## src/rtl/demux1to4_8bit_reg.sv

```systemverilog
`default_nettype none
// ============================================================================
//  Module      : demux1to4_8bit_reg
//  Description : 1-to-4 registered demultiplexer with per-slot valid/consume
//                handshake, sticky per-slot overflow flags, and a wrapping
//                count of accepted writes.
//  Revision    : 1.0 - initial release
// ============================================================================
module demux1to4_8bit_reg #(
  parameter int W = 8
) (
  input  logic         Clk,
  input  logic         Reset,
  input  logic [W-1:0] In,
  input  logic [1:0]   S,
  input  logic         WE,
  input  logic [3:0]   Ack,
  input  logic         ClrOvf,
  output logic [W-1:0] Out0,
  output logic [W-1:0] Out1,
  output logic [W-1:0] Out2,
  output logic [W-1:0] Out3,
  output logic [3:0]   Valid,
  output logic [3:0]   Ovf,
  output logic         Full,
  output logic [7:0]   WrCount
);

  // Each slot is an independent two-state machine; Valid is the state itself.
  typedef enum logic {
    ST_EMPTY = 1'b0,
    ST_FULL  = 1'b1
  } slot_state_t;

  slot_state_t  state_q [4];
  slot_state_t  state_d [4];
  logic [W-1:0] data_q  [4];
  logic [W-1:0] data_d  [4];
  logic [3:0]   ovf_q;
  logic [3:0]   ovf_d;
  logic [7:0]   wrcnt_q;
  logic [7:0]   wrcnt_d;

  // State register: asynchronous reset clears all slots, flags and the count.
  always_ff @(posedge Clk or posedge Reset) begin
    if (Reset) begin
      for (int i = 0; i < 4; i++) begin
        state_q[i] <= ST_EMPTY;
        data_q[i]  <= '0;
      end
      ovf_q   <= '0;
      wrcnt_q <= '0;
    end else begin
      for (int i = 0; i < 4; i++) begin
        state_q[i] <= state_d[i];
        data_q[i]  <= data_d[i];
      end
      ovf_q   <= ovf_d;
      wrcnt_q <= wrcnt_d;
    end
  end

  // Next-state logic: write beats release, a blocked write sets the sticky
  // overflow bit, and that set wins over a simultaneous clear.
  always_comb begin
    logic accepted;
    logic wr_hit;
    accepted = 1'b0;
    wr_hit   = 1'b0;
    ovf_d    = ClrOvf ? 4'b0000 : ovf_q;
    for (int i = 0; i < 4; i++) begin
      state_d[i] = state_q[i];
      data_d[i]  = data_q[i];
      wr_hit     = WE && (S == 2'(i));
      case (state_q[i])
        ST_EMPTY: begin
          // Ack on an empty slot has no effect.
          if (wr_hit) begin
            data_d[i]  = In;
            state_d[i] = ST_FULL;
            accepted   = 1'b1;
          end
        end
        ST_FULL: begin
          if (wr_hit && Ack[i]) begin
            // Consumer releases and producer refills in the same cycle.
            data_d[i] = In;
            accepted  = 1'b1;
          end else if (wr_hit) begin
            ovf_d[i] = 1'b1;
          end else if (Ack[i]) begin
            state_d[i] = ST_EMPTY;
          end
        end
        default: state_d[i] = ST_EMPTY;
      endcase
    end
    wrcnt_d = accepted ? (wrcnt_q + 8'd1) : wrcnt_q;
  end

  // Output mapping: Full is the only combinational output, derived from Valid.
  always_comb begin
    for (int i = 0; i < 4; i++) begin
      Valid[i] = (state_q[i] == ST_FULL);
    end
    Full    = &Valid;
    Out0    = data_q[0];
    Out1    = data_q[1];
    Out2    = data_q[2];
    Out3    = data_q[3];
    Ovf     = ovf_q;
    WrCount = wrcnt_q;
  end

endmodule
`default_nettype wire

```

## config.mk

```make
export PLATFORM = sky130hd
export DESIGN_NAME = demux1to4_8bit_reg
export DESIGN_NICKNAME = d
export VERILOG_FILES = /design/src/rtl/demux1to4_8bit_reg.sv
export SDC_FILE = /design/constraint.sdc
export NUM_CORES = 1
export LEC_CHECK = 0
export ABC_AREA = 1
export BUFFER_PORTS_ARGS = -buffer_cell sky130_fd_sc_hd__buf_2
export CAP_MARGIN = 40
export CORE_MARGIN = 2
export CORE_UTILIZATION = 50
export DETAILED_ROUTE_END_ITERATION = 7
export PLACE_DENSITY = 0.78
export SYNTH_ARGS = -nofsm -noshare
export SYNTH_HDL_FRONTEND = slang
export SYNTH_SLANG_ARGS = --single-unit
```

## constraint.sdc

```tcl
create_clock -name Clk -period 1.7 [get_ports Clk]
set_input_delay 0.34 -clock Clk [delete_from_list [all_inputs] [get_ports Clk]]
set_output_delay 0.34 -clock Clk [all_outputs]
set_load 0.02 [all_outputs]
```

==> metrics.txt, run 1 <==
cell area after synthesis=0.00220 mm^2; Post-DP HPWL=3.20 mm; Setup Buffers After CTS=0; Worst-path clk slew=90 ps; critical-path cell list=inv_1 > nor4_1 > buf_2; fill cell count=384; via density per instance=4.85; peak supply drop=638 uV; count of cell types in the netlist=24; clk buf depth=2; Least-Margin Pin Slew=347 ps; ratio of cells with drive above 1 in the final layout=39.0%; reg2reg setup slack=380 ps; drt drc=0; Ant. Diodes=0; worst hold path type=in -> async; #FFs+latches synth=48; Final ANT Viol Nets=0; H-tree levels=2; Hold-fix buffers, CTS=0; Core Util, Final=61.2%; CTS tree=yes; Initial DRC Count=87; gpl congestion=0.760; syn_nets=238; Routed WL=4.40 mm; fin crit period=1540 ps; Via Count=1657; Synth Warn #=0; # IOs=67; # rows=24; sequential cell area fraction in the yosys report=54.7%; leakage power=1.36 nW; fin crit share=90.4%; nets=308; worst r2r path cells=7; CTS buffer count=5; largest net degree at the start of global routing=49; Area Overhead vs Synth=19.6%; RSZ-0062 raised after global routing=false; Fin Hold WS=55.1 ps; Core Footprint=0.00429 mm^2; accumulated negative setup slack=0 ps; First-pass DRT Iterations=4; Die W=70.3 um; Sink Count=48; initial antenna violation count=0; Power Density=1190 mW/mm^2; vias in the first global route=1665; endpoints failing hold=0; non-filler cells in the finished layout=342; Max stage delay on crit path=350 ps; Die Height=70.3 um; # setup viols final=0; fin. max-slew vios=0; Max-slew headroom=76.9%; post-synthesis adder-cell area fraction=0.569%; Starting Density=51.2%; GRT Util Overall=19.7%; Post-CTS Resized=0; main combinational cell family by area after synthesis=simple AND/OR/NAND/NOR gates; clock root buffer=clkbuf_8; xor and xnor area share after synthesis=1.20%; CP Class=reg -> out; Syn Area/Cell=10.0 um^2; port bufs=66; Critical Path Fanout Max=2; mux cell area share after synthesis=0%; Synth Area in Simple Gates=24.9%; reg2reg start=Valid[1]; first-pass GRT wire length=7.60 mm; CP required=1360 ps; die footprint=0.00494 mm^2; Fmax achieved=651 MHz; Worst Skew=3.37 ps; Worst-Skew Late Latency=300 ps; CP Capture Type=output port; total grt overflow=0; Worst path slowest cell=dfrtp_1; Placed Cells=334; compound-gate portion of the synthesized area=10.8%; WP data arrival=1200 ps; outcome=finished clean; post-synthesis cell count=219; total of max-cap violations=0; routed length per instance=12.9 um; Crit Reg-Reg Endpoint=WrCount[3]; Worst setup SP type=register
[power breakdown]
group          switching, W  internal, W
registers          0.000159      0.00135
logic              0.000615     0.000337
clock network      0.000390     0.000287
[worst max-delay path by stage]
stage | end | slack, ps | startpoint | depth (start not counted)
floorplan | Full | 120 | Valid[1] | 2
global placement | Out0[5] | 350 | S[1] | 7
detailed placement | WrCount[3] | 300 | S[0] | 7
CTS | Full | 130 | Valid[0] | 3
global route | Full | 80 | Valid[0] | 3
finish | Full | 160 | Valid[0] | 3
[registers in the layout, summed over array words and instances, names as in the netlist]
name     count
WrCount      8
Out0         8
Ovf          4
Out2         8
Out1         8
Out3         8
Valid        4
[placed cells by master, fill, tap and decap left out, drive strengths merged]
cell type | Yosys | final
nand3 | 13 | 13
buf | 4 | 67
dfrtp | 48 | 48
nor2 | 37 | 37
inv | 27 | 27
xor2 | 1 | 1
nand2 | 46 | 46
nand4 | 1 | 1
clkinv | 0 | 3
ha | 1 | 1
nand3b | 1 | 1
o21ai | 13 | 13
xnor2 | 2 | 2
a21oi | 24 | 24
clkbuf | 0 | 5
nor4 | 1 | 1
[cells by family (layout without fill, tap and decap cells)]
logic type,count (synthesis),count (layout)
AO/OA/AOI/OAI,37,37
XOR/XNOR,3,3
adder cells (fa/ha/maj),1,1
buffers and inverters,31,102
flip-flops,48,48
AND/OR/NAND/NOR,99,99
[metrics by stage]
step                      setup WS, ps  total power [W]  area, um^2
after global placement             351          0.00244        2540
after global routing              78.9          0.00332        2630
final                              164          0.00313        2630
after detailed placement           305          0.00248        2540
after CTS                          130          0.00317        2630
after floorplan                    122          0.00215        2200
[final cells by class]
class,instances,area (um^2),area share [%]
timing repair buffer,67,350,13.3
tap,52,65.1,2.48
inverter,27,101,3.86
clock buffer,5,68.8,2.62
multi-input combinational,140,823,31.3
sequential,48,1200,45.7
clock inverter,3,18.8,0.714
[Yosys cell counts]
master / instances / area, um^2
a21oi_2: 6 / 52.6
nand4_1: 1 / 6.26
o21ai_2: 8 / 70.1
nor2_1: 22 / 82.6
dfrtp_1: 48 / 1200
nand3_2: 3 / 30.0
o21ai_0: 5 / 25.0
buf_12: 3 / 60.1
nand2_8: 1 / 20.0
nor2_4: 1 / 11.3
nand2_1: 42 / 158
a21oi_1: 18 / 90.1
nor2_2: 9 / 56.3
nand2_2: 3 / 18.8
buf_6: 1 / 11.3
nor2_8: 5 / 100
nor4_1: 1 / 6.26
ha_1: 1 / 12.5
nand3_1: 10 / 50.1
nand3b_1: 1 / 7.51
inv_1: 26 / 97.6
xor2_1: 1 / 8.76
inv_2: 1 / 3.75
xnor2_1: 2 / 17.5
[routing by layer]
| layer | global-route usage (%) | wire (um) | vias to the layer above |
|---|---|---|---|
| met5 | 0 | 0 | - |
| met4 | 9.40 | 93 | 0 |
| met3 | 4.47 | 247 | 10 |
| met2 | 31.3 | 2180 | 50 |
| met1 | 25.3 | 1880 | 769 |
| li1 | - | - | 828 |
[critical path, delay by kind of cell (launching register included)]
family / cells / cell delay, ps
flops: 1 / 350
simple gates: 1 / 270
buf+inv: 2 / 260
Note: power is estimated with default switching activity, not from simulation.
==> inputs of run 2 (changes only) <==
- CORE_UTILIZATION: 50 -> 51
- GPL_ROUTABILITY_DRIVEN: default -> 1
- PLACE_DENSITY: 0.78 -> 0.79
==> metrics.txt, run 2 (synthesized netlist as in run 1, its figures left out) <==
Routed WL=4.25 mm (was 4.40 mm); DR top layer=met4 (unchanged); drt drc=0 (unchanged); Power Density=1190 mW/mm^2 (about the same); CP Capture Type=output port (unchanged); endpoints failing hold=0 (unchanged); nets=309 (was 308); Sink Count=48 (unchanged); initial antenna violation count=0 (unchanged); # IOs=67 (unchanged); worst r2r path cells=7 (unchanged); critical-path cell list=inv_1 > nor4_1 > buf_2 (unchanged); WP data arrival=1180 ps (was 1200 ps); Post-Route M1 WL=1.86 mm (was 1.88 mm); Critical Path Fanout Max=2 (unchanged); area of the multi-input gates=823 um^2 (unchanged); Worst-Skew Late Latency=300 ps (about the same); Max stage delay on crit path=360 ps (was 350 ps); CTS buffer count=5 (unchanged); CP required=1360 ps (about the same); Worst Skew=7.75 ps (was 3.37 ps); Post-CTS Resized=0 (unchanged); Die Height=69.6 um (was 70.3 um); Post-DP HPWL=3.20 mm (about the same); Initial DRC Count=62 (was 87); non-filler cells in the finished layout=341 (was 342); fill cell count=358 (was 384); # setup viols final=0 (unchanged); leakage power=1.37 nW (was 1.36 nW); Worst setup SP type=register (unchanged); reg2reg setup slack=400 ps (was 380 ps); Placed Cells=333 (was 334); H-tree levels=2 (unchanged); Worst path slowest cell=dfrtp_1 (unchanged); commonest non-fill, non-tap cell in the layout=buf_2 (unchanged); Area Overhead vs Synth=20.0% (was 19.6%); clk buf depth=2 (unchanged); first-pass GRT wire length=7.45 mm (was 7.60 mm); WL met3=292 um (was 247 um); most frequent cells in the layout=buf_2 (66), dfrtp_1 (48), nand2_1 (42), inv_1 (25), nor2_1 (22) (unchanged); routed length per instance=12.5 um (was 12.9 um); CTS tree=yes (unchanged); Max-slew headroom=65.1% (was 76.9%); gpl congestion=0.724 (was 0.760); overall power=0.00313 W (about the same); vias in the first global route=1626 (was 1665); peak supply drop=683 uV (was 638 uV); GRT Util Overall=19.4% (was 19.7%); fin crit share=89.6% (was 90.4%); die footprint=0.00485 mm^2 (was 0.00494 mm^2); CP Class=reg -> out (unchanged); setup ws final=177 ps (was 164 ps); Setup Buffers After CTS=0 (unchanged); Worst-path clk slew=80 ps (was 90 ps); routed wl met2=2.04 mm (was 2.18 mm); accumulated negative setup slack=0 ps (unchanged); Least-Margin Pin Slew=522 ps (was 347 ps); largest net degree at the start of global routing=25 (was 49); total grt overflow=0 (unchanged); Seq. cell area=0.00120 mm^2 (unchanged); Core Footprint=0.00409 mm^2 (was 0.00429 mm^2); Fmax achieved=656 MHz (was 651 MHz); outcome=finished clean (unchanged); Via Count=1671 (was 1657); clock root buffer=clkbuf_8 (unchanged); worst hold path type=in -> async (unchanged); port bufs=66 (unchanged); Hold-fix buffers, CTS=0 (unchanged); RSZ-0062 raised after global routing=false (unchanged); Starting Density=53.8% (was 51.2%); First-pass DRT Iterations=4 (unchanged); via density per instance=4.90 (was 4.85); Die W=69.6 um (was 70.3 um); Final ANT Viol Nets=0 (unchanged); ratio of cells with drive above 1 in the final layout=38.5% (was 39.0%); fin crit period=1520 ps (was 1540 ps); Ant. Diodes=0 (unchanged); fin. max-slew vios=0 (unchanged); total of max-cap violations=0 (unchanged); setup slack at placement=322 ps (was 305 ps); # rows=23 (was 24)
-- run 2: per-stage QoR --
| stage | hold slack (ps) | utilization [%] | area, um^2 |
|---|---|---|---|
| after global routing | 106 | 64.5 | 2640 |
| after global placement | 404 | 62.3 | 2550 |
| after floorplan | 494 | - | 2200 |
| after CTS | 81.5 | 64.5 | 2640 |
| final | 68.9 | 64.5 | 2640 |
| after detailed placement | 412 | 62.3 | 2550 |
-- run 2: path summary, 6_finish.rpt --
check | from | to
worst max register to register | Valid[3] | WrCount[3]
min in group Clk | Ack[1] | Valid[1]
max in group asynchronous | Reset | Ovf[1]
worst min-delay path | Reset | WrCount[2]
worst min register to register | Out0[1] | Out0[1]
worst max-delay path | Valid[0] | Full
-- run 2: area by class of cell --
class | instances | area share, %
multi-input cells | 140 | 31.2
inverters | 27 | 3.84
flip-flops and latches | 48 | 45.6
clock buffers | 8 | 3.42
repair buffers | 68 | 13.6
well taps | 50 | 2.37
-- run 2: per-layer routing --
metal  up-vias  track usage [%]
met4         0             5.77
met3         5             6.40
met5         -                0
li1        835                -
met1       773             24.3
met2        58             32.2
-- run 2: worst max-delay path, delay by kind of cell, from the launching register on --
family / cells / cell delay [ps]
buf+inv: 2 / 270
simple gates: 1 / 260
flops: 1 / 360
-- run 2: power by group --
| group | total (W) | switching [W] | internal, W |
|---|---|---|---|
| Combinational | 0.000947 | 0.000610 | 0.000337 |
| Sequential | 0.00150 | 0.000159 | 0.00135 |
| Clock | 0.000680 | 0.000349 | 0.000332 |
| Total | 0.00313 | 0.00112 | 0.00201 |
==> inputs of run 3 (changes only) <==
- RECOVER_POWER: default -> 25
==> metrics.txt, run 3 (synthesized netlist as in run 1, its figures left out) <==
nets=309 (unchanged); GRT Util Overall=19.4% (unchanged); first-pass GRT wire length=7.45 mm (unchanged); ratio of cells with drive above 1 in the final layout=38.1% (was 38.5%); Max-slew headroom=41.1% (was 65.1%); Fin Hold WS=217 ps (was 68.9 ps); # setup viols final=0 (unchanged); Net Sw Frac=35.7% (about the same); overall power=0.00313 W (about the same); CP Capture Type=output port (unchanged); # IOs=67 (unchanged); Worst Skew=7.93 ps (was 7.75 ps); Worst-path clk slew=80 ps (about the same); Core Footprint=0.00409 mm^2 (unchanged); fin crit period=1520 ps (about the same); WP data arrival=1180 ps (about the same); vias in the first global route=1626 (unchanged); initial antenna violation count=0 (unchanged); worst hold path type=in -> async (unchanged); RSZ-0062 raised after global routing=false (unchanged); fin crit share=89.5% (was 89.6%); Hold-fix buffers, CTS=0 (unchanged); Flop pwr share=48.1% (was 48.0%); Post-CTS Resized=0 (unchanged); accumulated negative setup slack=0 ps (unchanged); most frequent cells in the layout=buf_2 (66), dfrtp_1 (48), nand2_1 (42), inv_1 (26), nor2_1 (22) (was buf_2 (66), dfrtp_1 (48), nand2_1 (42), inv_1 (25), nor2_1 (22)); gpl congestion=0.724 (unchanged); Power Density=1190 mW/mm^2 (about the same); Final ANT Viol Nets=0 (unchanged); Clk pwr share=21.7% (about the same); clk buf depth=2 (unchanged); fin. max-slew vios=0 (unchanged); Post-DP HPWL=3.20 mm (unchanged); CTS buffer count=5 (unchanged); Sw Pwr=0.00112 W (about the same); via density per instance=4.85 (was 4.90); CP required=1360 ps (about the same); non-filler cells in the finished layout=341 (unchanged); drt drc=0 (unchanged); Worst setup SP type=register (unchanged); Core Util, Final=64.1% (was 64.5%); # rows=23 (unchanged); Setup Buffers After CTS=0 (unchanged); CTS tree=yes (unchanged); Die Height=69.6 um (unchanged); endpoints failing hold=0 (unchanged); Int Pwr=0.00201 W (about the same); Via Count=1655 (was 1671); Routed WL=4.27 mm (was 4.25 mm); Sink Count=48 (unchanged); Comb pwr share=30.2% (about the same); Initial DRC Count=59 (was 62); leakage power=1.36 nW (was 1.37 nW); Area Overhead vs Synth=19.3% (was 20.0%); fill cell count=359 (was 358); peak supply drop=681 uV (was 683 uV); port bufs=66 (unchanged); largest net degree at the start of global routing=25 (unchanged); First-pass DRT Iterations=4 (unchanged); Ant. Diodes=0 (unchanged); CP Class=reg -> out (unchanged); die footprint=0.00485 mm^2 (unchanged); total of max-cap violations=0 (unchanged); routed length per instance=12.5 um (about the same); H-tree levels=2 (unchanged); Least-Margin Pin Slew=883 ps (was 522 ps); Placed Cells=333 (unchanged); Worst-Skew Late Latency=290 ps (was 300 ps); commonest non-fill, non-tap cell in the layout=buf_2 (unchanged); Critical Path Fanout Max=2 (unchanged); Starting Density=53.8% (unchanged); outcome=finished clean (unchanged); total grt overflow=0 (unchanged); Die W=69.6 um (unchanged); clock root buffer=clkbuf_8 (unchanged); Fmax achieved=657 MHz (was 656 MHz)
## run 3: path summary, 6_finish.rpt
path / start / to / slack [ps] / cells after the start
max: Valid[0] / Full / 180 / 3
min: Reset / WrCount[2] / 220 / 2
max reg2reg: Valid[3] / WrCount[3] / 400 / 7
min reg2reg: Out0[1] / Out0[1] / 490 / 2
max in group asynchronous: Reset / Out3[3] / 530 / 3
min in group Clk: Ack[1] / Valid[1] / 340 / 4
## run 3: power groups by stage
| stage | Combinational (W) | Clock [W] | Sequential, W |
|---|---|---|---|
| after floorplan | 0.000389 | 0 | 0.00177 |
| after global placement | 0.000931 | 0 | 0.00152 |
| after detailed placement | 0.000960 | 0 | 0.00152 |
| after CTS | 0.000962 | 0.000698 | 0.00150 |
| after global routing | 0.00104 | 0.000739 | 0.00153 |
| final | 0.000942 | 0.000678 | 0.00150 |
## run 3: layout make-up
class / count / area, um^2 / share of cell area (%)
tap: 50 / 62.6 / 2.39
sequential: 48 / 1200 / 45.8
clock buffer: 8 / 90.1 / 3.44
timing repair buffer: 68 / 343 / 13.1
multi-input combinational: 140 / 823 / 31.4
inverter: 27 / 101 / 3.87
## run 3: stage by stage
stage               setup slack (ps)  area (um^2)
detailed placement               322         2550
floorplan                        122         2200
finish                           178         2620
global route                    51.3         2620
global placement                 354         2550
CTS                              146         2640
## run 3: layer usage
layer | part of all wire (%) | up-vias | GRT usage (%)
li1 | - | 834 | -
met4 | 1.1 | 0 | 5.77
met1 | 44 | 766 | 24.3
met2 | 48 | 51 | 32.2
met3 | 6.8 | 4 | 6.40
met5 | 0 | - | 0
## run 3: critical path, stage by stage, from the launching register on
cell and delay (ps):
dfrtp_1 360, inv_1 60, nor4_1 260, buf_2 210
